<file path="src/rtl/guess_hist_pkg.sv">
// Shared types and constants for the guess-history front end.
package guess_hist_pkg;

  localparam int unsigned DEF_NUM_DIGITS = 4;
  localparam int unsigned DEF_DIGIT_W    = 4;
  localparam int unsigned DEF_GUESS_W    = DEF_NUM_DIGITS * DEF_DIGIT_W;

  // Saturation value of the played-rounds counter.
  localparam logic [7:0] ROUND_MAX = 8'd255;

  // One history entry at the board's default geometry; human guess in the upper half.
  typedef struct packed {
    logic [DEF_GUESS_W-1:0] h;
    logic [DEF_GUESS_W-1:0] c;
  } entry_t;

endpackage

</file>
<file path="src/rtl/guess_history_ctrl_if.sv">
// Bundle between the game core / pushbuttons and the seven-segment + LED layer.
interface guess_history_ctrl_if #(
  parameter int unsigned NUM_DIGITS = 4,
  parameter int unsigned DIGIT_W    = 4,
  parameter int unsigned DEPTH      = 8
);
  localparam int unsigned GW     = NUM_DIGITS * DIGIT_W;
  localparam int unsigned VIEW_W = $clog2(DEPTH);

  logic                    new_game;
  logic                    wr_valid;
  logic [GW-1:0]           h_guess;
  logic [GW-1:0]           c_guess;
  logic                    win;
  logic                    scroll_up_L;
  logic                    scroll_dn_L;

  logic [GW-1:0]           h_disp;
  logic [GW-1:0]           c_disp;
  logic [2*NUM_DIGITS-1:0] blank;
  logic [VIEW_W-1:0]       view_idx;
  logic [7:0]              round_cnt;
  logic                    full;
  logic                    led_win;

  modport master (
    output new_game, wr_valid, h_guess, c_guess, win, scroll_up_L, scroll_dn_L,
    input  h_disp, c_disp, blank, view_idx, round_cnt, full, led_win
  );

  modport slave (
    input  new_game, wr_valid, h_guess, c_guess, win, scroll_up_L, scroll_dn_L,
    output h_disp, c_disp, blank, view_idx, round_cnt, full, led_win
  );

endinterface

</file>
<file path="src/rtl/key_pulse.sv">
// Raw active-low pushbutton -> single-cycle press pulse (2-flop sync + falling-edge detect).
module key_pulse (
  input  logic clk,
  input  logic rst_n,
  input  logic key_l,
  output logic pulse
);

  logic sync1, sync2, sync_prev;

  // Synchronise, remember previous level, and register the falling edge.
  always_ff @(posedge clk or negedge rst_n) begin
    if (!rst_n) begin
      sync1     <= 1'b1;
      sync2     <= 1'b1;
      sync_prev <= 1'b1;
      pulse     <= 1'b0;
    end else begin
      sync1     <= key_l;
      sync2     <= sync1;
      sync_prev <= sync2;
      pulse     <= sync_prev & ~sync2;
    end
  end

endmodule

</file>
<file path="src/rtl/guess_history_ctrl.sv">
// Round-history capture, scroll and display driver for the guessing game.
// Optional feature: define GUESS_HIST_BLINK_EN to blink the win LED every BLINK_DIV clocks.
module guess_history_ctrl
  import guess_hist_pkg::*;
#(
  parameter int unsigned NUM_DIGITS = DEF_NUM_DIGITS,
  parameter int unsigned DIGIT_W    = DEF_DIGIT_W,
  parameter int unsigned DEPTH      = 8,
  parameter int unsigned BLINK_DIV  = 25_000_000
) (
  input  logic                 clock,
  input  logic                 reset_L,
  guess_history_ctrl_if.slave  bus
);

  localparam int unsigned GW    = NUM_DIGITS * DIGIT_W;
  localparam int unsigned PTR_W = $clog2(DEPTH);
  localparam int unsigned CNT_W = $clog2(DEPTH + 1);
  localparam int unsigned SUM_W = PTR_W + 1;
  localparam int unsigned BLK_W = 2 * NUM_DIGITS;

  // Entry layout mirrors entry_t, sized by this instance's geometry.
  typedef struct packed {
    logic [GW-1:0] h;
    logic [GW-1:0] c;
  } hist_entry_t;

  hist_entry_t      mem [DEPTH];
  logic [PTR_W-1:0] wr_ptr;
  logic [PTR_W-1:0] view_idx;
  logic [CNT_W-1:0] count;
  logic [7:0]       round_cnt;
  logic             full;
  logic             win_lat;
  logic             up_p, dn_p;
  logic [SUM_W-1:0] rd_sum;
  logic [PTR_W-1:0] rd_idx;
  logic [GW-1:0]    h_disp_q, c_disp_q;
  logic [BLK_W-1:0] blank_q;

  key_pulse u_up (.clk(clock), .rst_n(reset_L), .key_l(bus.scroll_up_L), .pulse(up_p));
  key_pulse u_dn (.clk(clock), .rst_n(reset_L), .key_l(bus.scroll_dn_L), .pulse(dn_p));

  // Viewed slot = (wr_ptr - 1 - view_idx) mod DEPTH, without needing a power-of-2 depth.
  always_comb begin
    rd_sum = SUM_W'(wr_ptr) + SUM_W'(DEPTH - 1) - SUM_W'(view_idx);
    rd_idx = (rd_sum >= SUM_W'(DEPTH)) ? PTR_W'(rd_sum - SUM_W'(DEPTH)) : PTR_W'(rd_sum);
  end

  // History storage; not reset, stale entries are hidden by count.
  always_ff @(posedge clock) begin
    if (bus.wr_valid && !bus.new_game) begin
      mem[wr_ptr] <= '{h: bus.h_guess, c: bus.c_guess};
    end
  end

  // Pointer, occupancy, round counter and view offset; new_game > wr_valid > scroll.
  always_ff @(posedge clock or negedge reset_L) begin
    if (!reset_L) begin
      wr_ptr    <= '0;
      count     <= '0;
      full      <= 1'b0;
      round_cnt <= '0;
      view_idx  <= '0;
    end else if (bus.new_game) begin
      wr_ptr    <= '0;
      count     <= '0;
      full      <= 1'b0;
      round_cnt <= '0;
      view_idx  <= '0;
    end else if (bus.wr_valid) begin
      wr_ptr   <= (wr_ptr == PTR_W'(DEPTH - 1)) ? '0 : wr_ptr + PTR_W'(1);
      if (count != CNT_W'(DEPTH)) begin
        count <= count + CNT_W'(1);
      end
      full     <= (count >= CNT_W'(DEPTH - 1));
      if (round_cnt != ROUND_MAX) begin
        round_cnt <= round_cnt + 8'd1;
      end
      view_idx <= '0;
    end else if ((count != '0) && (up_p ^ dn_p)) begin
      if (up_p && ((CNT_W'(view_idx) + CNT_W'(1)) < count)) begin
        view_idx <= view_idx + PTR_W'(1);
      end else if (dn_p && (view_idx != '0)) begin
        view_idx <= view_idx - PTR_W'(1);
      end
    end
  end

  // Win latch: any cycle with win high sets it; only new_game or reset clear it.
  always_ff @(posedge clock or negedge reset_L) begin
    if (!reset_L) begin
      win_lat <= 1'b0;
    end else if (bus.new_game) begin
      win_lat <= 1'b0;
    end else if (bus.win) begin
      win_lat <= 1'b1;
    end
  end

  // Registered display of the viewed entry; empty history shows dark digits.
  always_ff @(posedge clock or negedge reset_L) begin
    if (!reset_L) begin
      h_disp_q <= '0;
      c_disp_q <= '0;
      blank_q  <= '1;
    end else if (count == '0) begin
      h_disp_q <= '0;
      c_disp_q <= '0;
      blank_q  <= '1;
    end else begin
      h_disp_q <= mem[rd_idx].h;
      c_disp_q <= mem[rd_idx].c;
      blank_q  <= '0;
    end
  end

  assign bus.h_disp    = h_disp_q;
  assign bus.c_disp    = c_disp_q;
  assign bus.blank     = blank_q;
  assign bus.view_idx  = view_idx;
  assign bus.round_cnt = round_cnt;
  assign bus.full      = full;

`ifdef GUESS_HIST_BLINK_EN
  localparam int unsigned DIV_W = (BLINK_DIV > 1) ? $clog2(BLINK_DIV) : 1;

  logic [DIV_W-1:0] div_cnt;
  logic             blink_on;
  logic             led_q;

  // Blink divider: first high phase starts the cycle after the latch sets.
  always_ff @(posedge clock or negedge reset_L) begin
    if (!reset_L) begin
      div_cnt  <= '0;
      blink_on <= 1'b0;
      led_q    <= 1'b0;
    end else if (!win_lat) begin
      div_cnt  <= '0;
      blink_on <= 1'b0;
      led_q    <= 1'b0;
    end else if (!blink_on) begin
      div_cnt  <= '0;
      blink_on <= 1'b1;
      led_q    <= 1'b1;
    end else if (div_cnt == DIV_W'(BLINK_DIV - 1)) begin
      div_cnt  <= '0;
      led_q    <= ~led_q;
    end else begin
      div_cnt  <= div_cnt + DIV_W'(1);
    end
  end

  assign bus.led_win = led_q;
`else
  // Steady LED; a zero divider setting is treated as LED disabled.
  localparam logic BLINK_DIV_VALID = 1'(BLINK_DIV != 0);

  assign bus.led_win = win_lat & BLINK_DIV_VALID;
`endif

endmodule
</file>
<file path="src/flat_wrapper.sv">
// flat-port wrapper written by rule: the top's interface ports become plain ports
module guess_history_ctrl_flat import guess_hist_pkg::*;
#(
  parameter int unsigned NUM_DIGITS = DEF_NUM_DIGITS,
  parameter int unsigned DIGIT_W    = DEF_DIGIT_W,
  parameter int unsigned DEPTH      = 8,
  parameter int unsigned BLINK_DIV  = 25_000_000
)
  (clock, reset_L, bus_new_game, bus_wr_valid, bus_h_guess, bus_c_guess, bus_win, bus_scroll_up_L, bus_scroll_dn_L, bus_h_disp, bus_c_disp, bus_blank, bus_view_idx, bus_round_cnt, bus_full, bus_led_win);
  guess_history_ctrl_if #(.NUM_DIGITS(NUM_DIGITS), .DIGIT_W(DIGIT_W), .DEPTH(DEPTH)) bus_i ();
  input  logic clock;
  input  logic reset_L;
  input wire logic [$bits(bus_i.new_game)-1:0] bus_new_game;
  input wire logic [$bits(bus_i.wr_valid)-1:0] bus_wr_valid;
  input wire logic [$bits(bus_i.h_guess)-1:0] bus_h_guess;
  input wire logic [$bits(bus_i.c_guess)-1:0] bus_c_guess;
  input wire logic [$bits(bus_i.win)-1:0] bus_win;
  input wire logic [$bits(bus_i.scroll_up_L)-1:0] bus_scroll_up_L;
  input wire logic [$bits(bus_i.scroll_dn_L)-1:0] bus_scroll_dn_L;
  output wire logic [$bits(bus_i.h_disp)-1:0] bus_h_disp;
  output wire logic [$bits(bus_i.c_disp)-1:0] bus_c_disp;
  output wire logic [$bits(bus_i.blank)-1:0] bus_blank;
  output wire logic [$bits(bus_i.view_idx)-1:0] bus_view_idx;
  output wire logic [$bits(bus_i.round_cnt)-1:0] bus_round_cnt;
  output wire logic [$bits(bus_i.full)-1:0] bus_full;
  output wire logic [$bits(bus_i.led_win)-1:0] bus_led_win;
  assign bus_i.new_game = bus_new_game;
  assign bus_i.wr_valid = bus_wr_valid;
  assign bus_i.h_guess = bus_h_guess;
  assign bus_i.c_guess = bus_c_guess;
  assign bus_i.win = bus_win;
  assign bus_i.scroll_up_L = bus_scroll_up_L;
  assign bus_i.scroll_dn_L = bus_scroll_dn_L;
  assign bus_h_disp = bus_i.h_disp;
  assign bus_c_disp = bus_i.c_disp;
  assign bus_blank = bus_i.blank;
  assign bus_view_idx = bus_i.view_idx;
  assign bus_round_cnt = bus_i.round_cnt;
  assign bus_full = bus_i.full;
  assign bus_led_win = bus_i.led_win;
  guess_history_ctrl #(.NUM_DIGITS(NUM_DIGITS), .DIGIT_W(DIGIT_W), .DEPTH(DEPTH), .BLINK_DIV(BLINK_DIV)) u_core (.clock(clock), .reset_L(reset_L), .bus(bus_i));
endmodule
</file>
<file path="config.mk">
export PLATFORM = sky130hd
export DESIGN_NAME = guess_history_ctrl_flat
export DESIGN_NICKNAME = d
export VERILOG_FILES = /design/src/rtl/guess_hist_pkg.sv /design/src/rtl/guess_history_ctrl_if.sv /design/src/rtl/key_pulse.sv /design/src/rtl/guess_history_ctrl.sv /design/src/flat_wrapper.sv
export SDC_FILE = /design/constraint.sdc
export NUM_CORES = 1
export LEC_CHECK = 0
export CORE_ASPECT_RATIO = 0.8
export CORE_MARGIN = 1
export CORE_UTILIZATION = 58
export DETAILED_ROUTE_END_ITERATION = 8
export GPL_TIMING_DRIVEN = 0
export PLACE_DENSITY = 0.8
export SETUP_SLACK_MARGIN = 0.3
export SLEW_MARGIN = 20
export SYNTH_ARGS = -nofsm -noshare
export SYNTH_HDL_FRONTEND = slang
export SYNTH_SLANG_ARGS = --single-unit
</file>
<file path="constraint.sdc">
create_clock -name clock -period 4.83 [get_ports clock]
set_input_delay 1.449 -clock clock [delete_from_list [all_inputs] [get_ports clock]]
set_output_delay 1.449 -clock clock [all_outputs]
set_load 0.01 [all_outputs]
</file>
==> results.md <==
Die:
- The effective utilization at floorplan is 0.602.
- The area of the placeable core is 20100 um2.
- The total die area is 21500 um2.
- The floorplan row count is 46.
- The width of the die is 164 um.
- The die outline height is 131 um.
- The total I/O pin count is 92.

Synthesis:
- A synthesized cell averages 18.9 um2.
- The cell area that synthesis handed to floorplanning was 12100 um2.
- The share of the Yosys chip area taken by registers is 0.760.
- The number of nets handed over by synthesis was 692.
- The netlist uses 43 different library cells.
- The post-synthesis cell count is 640.
- The count of state elements after synthesis is 317.
- The count of flip-flops with a built-in enable after synthesis is 256.
- The async set-or-reset flop fraction in the synthesized netlist is 0.192.
- The main flop type after synthesis is edfxtp_1.
- The Yosys step of the flow raised 0 warnings.

Drt:
- The via-per-instance ratio is 6.03.
- The routed length per placed instance is 23.7 um.
- The detailed-routing iteration count for the pre-antenna-repair pass is 5.
- The number of DRC markers after the initial detailed-route iteration is 594.
- The remaining antenna violation count after routing is 0.
- The detailed router placed 6427 vias in this run.
- In the routed design, unresolved DRC markers number 0.
- After detailed routing, the total wire length is 25.3 mm.

Timing:
- The count of final setup violators is 0.
- The worst-case clock skew is 0.0131 ns.
- The least setup slack across all paths after layout is 1.60 ns.
- The maximum clock frequency is 0.310 GHz.
- The final cycle utilization of the critical path is 0.668.
- The total count of hold-check failures in the final report is 0.
- The max-slew violation count was 0.
- For the pin with the worst max-slew slack, the measured transition is 0.829 ns.
- The headroom to the max-slew limit is 0.446.
- Setup repair after global routing left no endpoint under its margin.
- The minimum period implied by the final worst setup slack is 3.23 ns.

CTS:
- The clock reaches the later pin of the worst-skew pair after 0.55 ns.
- Buffers inserted to repair hold after CTS numbered 0.
- The number of buffers added by the clock tree synthesis step is 29.
- The tree is rooted in a clkbuf_16.
- Clock-pin slew was measured on the worst setup and hold paths at 0.06 ns.
- TritonCTS built the clock tree.
- The number of buffers inserted by post-CTS setup repair is 0.
- No sink is reached through more buffers than the 3 on the longest clock path.
- In this run the number of H-tree levels came out at 1.
- The number of instances resized during post-cts repair is 0.
- The clock net in this run drives a total of 317 sinks.

Final layout:
- The final antenna diode count is 0.
- Leaving out fill and tap cells, the most frequent cell in the layout is edfxtp_1.
- The share of the core filled with cells in the final layout is 0.731.
- The ratio of cells with drive above 1 in the final layout is 0.206.
- The number of standard cells in the final layout excluding fillers is 1066.
- In the layout the commonest cells are 256 x edfxtp_1, 88 x clkdlybuf4s50_1, 73 x nand2_1.
- The number of nets in the layout is 831.
- The layout-stage area growth over the synthesis result is 21.4%.
- After routing the design area is 14700 um2.

Setup path:
- STA classifies the critical path startpoint as a flop.
- The critical path ends at bus_blank[2].
- The source of the critical timing path is u_core.bus.blank[6].
- STA puts the critical path data required time at 3.38 ns.
- The critical register-to-register path startpoint is u_core.bus.view_idx[0].
- The path depth of the worst reg2reg path is 10.
- The worst register-to-register path ends at u_core.bus.view_idx[2].
- The data arrival time at the worst-slack endpoint is 1.78 ns.
- The worst-case register-to-register setup slack is 1.68 ns.
- The sort of element at the end of the critical path is an output pin.
- The worst setup path category is reg -> out.
- In this run the worst path has a maximum fanout of 8.

Placement:
- The worst slack at placement is 1.18 ns.
- The cell area reported after detailed placement is 13700 um2.
- Detailed placement finished with a half-perimeter wire length of 16.0 mm.
- The number of placed cells counting well taps is 1012.
- At the end of routability-driven placement, the weighted congestion stood at 0.786.
- Buffers placed on the I/O ports in this run total 89.

Pwr:
- The sequential share of power is 0.511.
- The power per unit of standard cell area is 407 nW/um2.
- The peak ir drop on the vdd network is 0.000334 V.
- The combinational fraction of design power is 0.099.
- The internal power of the cells is 0.00470 W.
- Of the total power, the share spent switching nets is 0.217.
- Of the total power, the clock network draws 0.390.
- Summed over all nets, the switching power comes to 0.00130 W.
- The static leakage is 5.12 nW.

Global routing:
- Across every metal layer, demand over resource in global routing totals 0.245.
- The total global routing overflow is 0.
- The initial antenna violation count is 0.
- The first global-routing pass estimated 38.7 mm of wire.
- Entering global routing, the biggest net connects 45 pins.
- The via count of the first global-routing pass is 6675.

Flow run:
- Across the run, the number of max-cap violations was 0.

Hold path:
- The min-delay analysis places its worst path in the category reg -> reg.

Outcome:
- The run finished with clean final reports.
[cells in the mapped netlist, types with 6 or more instances]
| library cell | instances | area (um2) |
|---|---|---|
| inv_1 | 13 | 48.8 |
| dfstp_2 | 7 | 184 |
| mux2i_1 | 8 | 80.1 |
| edfxtp_1 | 256 | 7690 |
| mux4_2 | 62 | 1400 |
| ha_1 | 11 | 138 |
| nand2_1 | 73 | 274 |
| a21oi_1 | 37 | 185 |
| clkbuf_1 | 17 | 63.8 |
| xnor2_1 | 8 | 70.1 |
| buf_2 | 6 | 30.0 |
| or3_1 | 6 | 37.5 |
| dfrtp_1 | 54 | 1350 |
| nor3_1 | 6 | 30.0 |
| buf_4 | 12 | 90.1 |
| nor2_1 | 20 | 75.1 |
[flip-flops by register name, indices dropped and copies added, names as in the netlist]
register,flops
u_core.u_up.sync_prev,1
u_core.u_up.sync2,1
u_core.bus.view_idx,3
u_core.wr_ptr,3
u_core.bus.led_win,1
u_core.bus.blank,1
u_core.bus.round_cnt,8
u_core.bus.full,1
u_core.mem,256
u_core.bus.h_disp,16
u_core.u_up.pulse,1
u_core.u_dn.pulse,1
u_core.u_dn.sync_prev,1
u_core.count,4
u_core.u_up.sync1,1
u_core.bus.c_disp,16
u_core.u_dn.sync2,1
u_core.u_dn.sync1,1
[kinds of logic (layout without fill, tap and decap cells)]
family / Yosys count / in the layout / synth area share
flops: 317 / 317 / 0.760
simple gates: 123 / 123 / 0.0451
mux: 72 / 72 / 0.126
compound gates: 53 / 53 / 0.0243
buf+inv: 51 / 213 / 0.0203
fa+ha+maj: 13 / 13 / 0.0146
xor+xnor: 11 / 11 / 0.00908
[final cells by class]
cell class	count	area, um2
buffer	38	198
clock buffer	39	803
clock inverter	15	181
fill	1188	5420
inverter	13	48.8
multi-input combinational	272	2740
sequential	317	9220
tap	264	330
timing repair buffer	108	1200
[per-layer routing]
layer | share of wire | vias to the layer above | wire length [um] | GRT usage
li1 | - | 2763 | - | -
met1 | 0.40 | 3348 | 10200 | 0.335
met2 | 0.51 | 273 | 13000 | 0.415
met3 | 0.065 | 43 | 1650 | 0.0360
met4 | 0.018 | 0 | 463 | 0.0648
met5 | 0 | - | 0 | 0
[how the worst min path moves through the flow]
stage	start	to	cells past startpoint
after global routing	u_core.u_dn.sync1	u_core.u_dn.sync2	0
final	u_core.u_dn.sync1	u_core.u_dn.sync2	0
after floorplan	u_core.u_dn.sync1	u_core.u_dn.sync2	0
after detailed placement	u_core.u_up.sync1	u_core.u_up.sync2	0
after CTS	u_core.u_dn.sync1	u_core.u_dn.sync2	0
after global placement	u_core.u_dn.sync1	u_core.u_dn.sync2	0
[stage by stage]
step | hold slack [ns] | setup TNS, ns | total power (W)
5_1_grt | 0.360 | 0 | 0.00618
3_5_place_dp | 0.350 | 0 | 0.00372
6_report | 0.360 | 0 | 0.00600
2_1_floorplan | 0.345 | 0 | 0.00342
4_1_cts | 0.361 | 0 | 0.00604
3_3_place_gp | 0.348 | -110.37 | 0.00368
[worst max-delay path: stages, from the launching register on]
cell and delay, ns:
dfstp_2 0.59, buf_4 0.12, clkdlybuf4s50_1 0.52
[power groups by stage]
| stage | registers, W | clock network, W | logic, W |
|---|---|---|---|
| 2_1_floorplan | 0.00314 | 0 | 0.000285 |
| 3_3_place_gp | 0.00312 | 0 | 0.000561 |
| 3_5_place_dp | 0.00312 | 0 | 0.000593 |
| 4_1_cts | 0.00307 | 0.00237 | 0.000601 |
| 5_1_grt | 0.00307 | 0.00247 | 0.000638 |
| 6_report | 0.00307 | 0.00234 | 0.000592 |
Note: power is estimated with default switching activity, not from simulation.
